==> src/rtl/pipeline_pkg.sv <==
// Shared IF/ID pipeline types and constants.
// The bubble value is what decode sees whenever no real instruction is presented.
package pipeline_pkg;

  localparam logic [31:0] NOP_INSTR = 32'h0000_0013;

  typedef struct packed {
    logic [31:0] pc;
    logic [31:0] pc_plus4;
    logic [31:0] instr;
  } ifid_t;

  localparam ifid_t IFID_BUBBLE = '{pc: 32'h0, pc_plus4: 32'h0, instr: NOP_INSTR};

endpackage

==> src/rtl/fetch_queue.sv <==
// FIFO between fetch and decode with flush on redirect.
// Define FETCH_QUEUE_BYPASS_EN to let an empty queue forward enq_data to decode in the same cycle.
module fetch_queue
  import pipeline_pkg::*;
#(
  parameter int DEPTH = 4
) (
  input  logic                     clk,
  input  logic                     reset,
  input  logic                     enq_valid,
  input  ifid_t                    enq_data,
  output logic                     enq_ready,
  output logic                     deq_valid,
  output ifid_t                    deq_data,
  input  logic                     deq_ready,
  input  logic                     flush,
  output logic [$clog2(DEPTH):0]   count
);

  localparam int PW = $clog2(DEPTH);
  localparam int CW = PW + 1;
  localparam logic [CW-1:0] FULL_CNT = CW'(DEPTH);

  ifid_t          mem_q [DEPTH];
  logic [PW-1:0]  wr_ptr_q, wr_ptr_d;
  logic [PW-1:0]  rd_ptr_q, rd_ptr_d;
  logic [CW-1:0]  count_q, count_d;
  logic           full, empty, bypass, push, pop;

  always_comb begin
    full      = (count_q == FULL_CNT);
    empty     = (count_q == '0);
    enq_ready = !full && !flush && !reset;
    deq_valid = !empty && !flush && !reset;
    deq_data  = deq_valid ? mem_q[rd_ptr_q] : IFID_BUBBLE;
    bypass    = 1'b0;
`ifdef FETCH_QUEUE_BYPASS_EN
    if (empty && enq_valid && !flush && !reset) begin
      bypass    = 1'b1;
      deq_valid = 1'b1;
      deq_data  = enq_data;
    end
`endif
    // A bypassed entry consumed by decode never touches storage.
    push = enq_valid && enq_ready && !(bypass && deq_ready);
    pop  = deq_valid && deq_ready && !bypass;

    wr_ptr_d = wr_ptr_q;
    rd_ptr_d = rd_ptr_q;
    count_d  = count_q;
    if (flush) begin
      wr_ptr_d = '0;
      rd_ptr_d = '0;
      count_d  = '0;
    end else begin
      if (push) wr_ptr_d = wr_ptr_q + PW'(1);
      if (pop)  rd_ptr_d = rd_ptr_q + PW'(1);
      if (push && !pop)      count_d = count_q + CW'(1);
      else if (pop && !push) count_d = count_q - CW'(1);
    end
  end

  always_ff @(posedge clk) begin
    if (reset) begin
      wr_ptr_q <= '0;
      rd_ptr_q <= '0;
      count_q  <= '0;
    end else begin
      wr_ptr_q <= wr_ptr_d;
      rd_ptr_q <= rd_ptr_d;
      count_q  <= count_d;
    end
  end

  // Storage is never reset; outputs mask it with the bubble while deq_valid is low.
  always_ff @(posedge clk) begin
    if (push) mem_q[wr_ptr_q] <= enq_data;
  end

  assign count = count_q;

endmodule

==> config.mk <==
export PLATFORM = sky130hd
export DESIGN_NAME = fetch_queue
export DESIGN_NICKNAME = d
export VERILOG_FILES = /design/src/rtl/pipeline_pkg.sv /design/src/rtl/fetch_queue.sv
export SDC_FILE = /design/constraint.sdc
export NUM_CORES = 1
export LEC_CHECK = 0
export ABC_AREA = 1
export CAP_MARGIN = 20
export CORE_ASPECT_RATIO = 0.7
export CORE_MARGIN = 2
export CORE_UTILIZATION = 40
export CTS_BUF_LIST = sky130_fd_sc_hd__clkbuf_16
export CTS_CLUSTER_DIAMETER = 200
export DETAILED_ROUTE_END_ITERATION = 10
export HOLD_SLACK_MARGIN = 0.06
export SYNTH_ARGS = -nofsm -noshare
export SYNTH_HDL_FRONTEND = slang
export SYNTH_SLANG_ARGS = --single-unit
==> constraint.sdc <==
create_clock -name clk -period 12.4 [get_ports clk]
set_clock_uncertainty 0.1 [all_clocks]
set_input_delay 1.24 -clock clk [delete_from_list [all_inputs] [get_ports clk]]
set_output_delay 1.24 -clock clk [all_outputs]
set_load 0.02 [all_outputs]
* Yosys cells after proc, flatten, opt, wreduce, memory -nomap -nowiden *
Memory sizes are Yosys's and may differ from the RTL's. A register that Yosys moved wholly into a read port is not among the register bits.
Index checks and enable logic that the tools add are counted.

word-level totals
  register bits after elaboration = 7
  input bits = 101
  RAM bits = 384
  memories kept = 1
  word-level logic and storage cells = 33

memories
  memory  depth  width  read ports  clocked after Yosys merged registers in  wr ports  line               RTL
  mem_q   4      96     1           1                                        1         fetch_queue.sv:24  ifid_t mem_q [DEPTH];

cells by class
  equality and inequality tests = 1
  $add $sub $neg = 4
  multiplexer cells = 7
  reductions and logical operators = 17

operators by type and width
  operator                                           number
  2-to-1 mux 96 bit                                  1
  logical AND 1 bit                                  8
  logical NOT 1 bit                                  6
  2-to-1 mux 3 bit                                   2
  adder 2 x 1 -> 2 bit (second input constant)       2
  2-to-1 mux 2 bit                                   2
  adder 3 x 1 -> 3 bit (second input constant)       1
  == test 3 bit (second input constant)              1
  logical NOT 3 bit                                  1
  subtractor 3 x 1 -> 3 bit (second input constant)  1
  2-to-1 mux 1 bit                                   2
  nonzero test 2 bit                                 1
  OR reduction 2 bit                                 1

* Longest topological paths before layout *
  depth in word-level cells = 9
  mapped depth = 13
  gate-level depth less buffers = 13

* Worst setup path before layout *
No wires, ideal clock.

  kind = input -> register
  from = input port reset
  to = memory mem_q[0][0] (netlist bit), enable pin
  slack = 6.085 ns
  arrival time = 5.663 ns
  stages = 3
  path buffers = 0
  cell sequence = nor2_4 nand3_1 nor2_1

on the way
  longest elaborated chain between the ends = 5

RTL lines
  element                                 line               RTL
  start, declared                         fetch_queue.sv:9   input logic reset,
  logical NOT 1 bit                       fetch_queue.sv:33  enq_ready = !full && !flush && !reset;
  logical AND 1 bit                       fetch_queue.sv:33
  logical AND 1 bit                       fetch_queue.sv:45  push = enq_valid && enq_ready && !(bypass && deq_ready);
  2-to-1 mux 1 bit                        fetch_queue.sv:77  if (push) mem_q[wr_ptr_q] <= enq_data;
  2-to-1 mux 1 bit (implied by the code)  fetch_queue.sv:77
  end, declared                           fetch_queue.sv:24

Every way passes these cells.

==> impl_metrics.ini <==
[status]
status = finished clean

[timing]
tightest_slew_ps = 875
finalHoldViolCount = 0
finalCritPeriodShare_pct = 44.2
finalCriticalPeriod_ps = 5480
fmax_mhz = 182
whs_ps = 404
maxSlewViolCount = 0
rsz0062_at_grt = no
setup_tns_ps = 0
finalSetupViolCount = 0
relSlewSlack_pct = 41.6

[clock_tree]
cts_buffer_depth = 3
clk_pin_slew_ps = 60
clk-insertion-delay-late_ps = 530
cts.sinks = 393
root_buffer = clkbuf_16
post_cts_buffers = 0
cts_tree = yes
htree_num_levels = 2
postCtsResizedCells = 0
ctsHoldBuffers = 0
cts_buffers = 38

[global_routing]
grt_overflow = 0
grt_pass1_vias = 9076
grt_pass1_wl_um = 53100
grt_max_degree = 119
grt_usage_pct = 17.2
antenna_found_initial = 3

[worst_hold_path]
hp-class = flip-flop to flip-flop

[setup_path]
crit_type = primary input to primary output
start_kind = primary input
worst_path_max_delay_cell = clkdlybuf4s50_1
arrival_ps = 4140
required_ps = 11060
path_buf_inv = 4
cp_cell_sequence = clkdlybuf4s50_1 > nor2_4 > nand2_4 > buf_4 > inv_1 > o21ai_0 > clkdlybuf4s50_1
crit_path_end_kind = primary output
crit_family = buffers and inverters
crit_fanout = 49
worst_path_most_repeated_cell = clkdlybuf4s50_1
slowest_delay_ps = 680

[cells_and_area]
drive_gt1_share_pct = 5.37
layout.cells.non_filler = 1903
fin_nets = 1493
syn_to_final_growth_pct = 23.6
diodes = 0

[power]
p_leak_nw = 6.33
vdd_ir_drop_max_mv = 0.0851
power_density_mw_per_mm2 = 143

[synthesis]
synth_area_mm2 = 0.0153
ys_ff_latch = 393
synth.net_count = 1310
synth_ff_type = edfxtp_1
avgSynthCellArea_um2 = 12.7
synthCells = 1203
synth-seq-area-share_pct = 76.4
synth_warnings = 0
synth_cell_types = 20
async_flop_share_pct = 0
synth_edf_count = 384

[floorplanning]
core_area_mm2 = 0.0374
initial_core_util_pct = 40.9
dieHeight_um = 168
ios = 202
num_rows = 59
dieWidth_um = 238
dieArea_mm2 = 0.0399

[drt]
vias_per_cell = 4.98
ant_nets = 0
drt-total-wl_um = 34900
firstDrtPassIters = 5
first_iter_violations = 711
route.detailed.drc = 0
wl_per_cell_um = 18.3
vias = 9478

[job]
cap_violations = 0

[placed_design]
hpwl_um = 18500
port-buffer-count = 201
place_congestion = 0.703
dpl.cell_count = 1833
-- power breakdown --
part	leakage [nW]	total (W)	switching, W	internal, W
Clock	0.637	0.00114	0.000480	0.000656
Sequential	3.54	0.00147	0.00000317	0.00147
Combinational	2.16	0.0000929	0.0000490	0.0000440
-- worst register-to-register path: stages (launching register included) --
cell and delay [ps]:
dfxtp_1 420, nor2_1 110, nand2_1 70, nand3_1 390, nor2_4 730, buf_4 530
buf_4 730
-- flip-flops by register name, indices dropped and copies added (netlist names), named ones only --
name      flops
mem_q       384
count         3
rd_ptr_q      2
wr_ptr_q      2
-- final timing paths --
| check | slack [ps] | from | cells past startpoint | end |
|---|---|---|---|---|
| worst max-delay path | 6920 | flush | 7 | deq_data[4] |
| worst min-delay path | 400 | rd_ptr_q[1] | 2 | flip-flop |
| worst max register to register | 8920 | count[0] | 6 | mem_q[0][71] |
| worst min register to register | 400 | rd_ptr_q[1] | 2 | flip-flop |
-- cell families (layout without fill, tap and decap cells) --
group	after synthesis	after routing	synth area share (%)
simple gates	420	420	10.4
flops	393	393	76.4
compound gates	292	292	9.54
buf+inv	91	303	3.04
fa+ha+maj	6	6	0.539
xor+xnor	1	1	0.0572
-- cell usage after synthesis, types with 2 or more instances --
master	number	area share [%]
nor2_1	384	9.4
a21oi_1	102	3.3
clkbuf_1	26	0.64
o21ai_1	33	1.1
nand2_1	30	0.74
buf_4	19	0.93
inv_2	2	0.049
edfxtp_1	384	75
nand3_1	4	0.13
buf_1	6	0.15
o21ai_0	157	5.1
buf_6	4	0.29
dfxtp_1	9	1.2
ha_1	5	0.41
buf_2	18	0.59
inv_1	16	0.39
-- stage by stage --
step / total power [W] / cell area [um2] / worst slack [ps] / utilization, %
after floorplan: 0.00153 / 15300 / 6090 / -
after global placement: 0.00159 / 17700 / 6920 / 47.3
after detailed placement: 0.00159 / 17700 / 6880 / 47.3
after CTS: 0.00272 / 18900 / 6810 / 50.5
after global routing: 0.00279 / 18900 / 6680 / 50.6
final: 0.00270 / 18900 / 6920 / 50.6
-- placed cells by master (no fill, tap or decap), types with 14 or more instances in the layout --
cell type,count
edfxtp_1,384
nor2_1,380
clkdlybuf4s50_1,201
o21ai_0,157
a21oi_1,102
clkbuf_16,41
o21ai_1,33
nand2_1,29
inv_1,25
buf_4,14
-- per-layer routing --
metal,vias up,track usage (%),share of wire (%)
met2,239,27.7,47
li1,4615,-,-
met4,6,4.10,1.8
met5,-,0,0.12
met3,55,3.64,5.5
met1,4563,24.0,46
-- area by class of cell --
type                            instances  area [um2]
Fill cell                            3140       18500
Sequential cell                       393       11700
Multi-Input combinational cell        719        3180
Timing Repair Buffer                  216        2140
Clock buffer                           41        1030
Tap cell                              488         611
Clock inverter                         28         193
Inverter                               18        71.3
(Power assumes the default switching activity.)
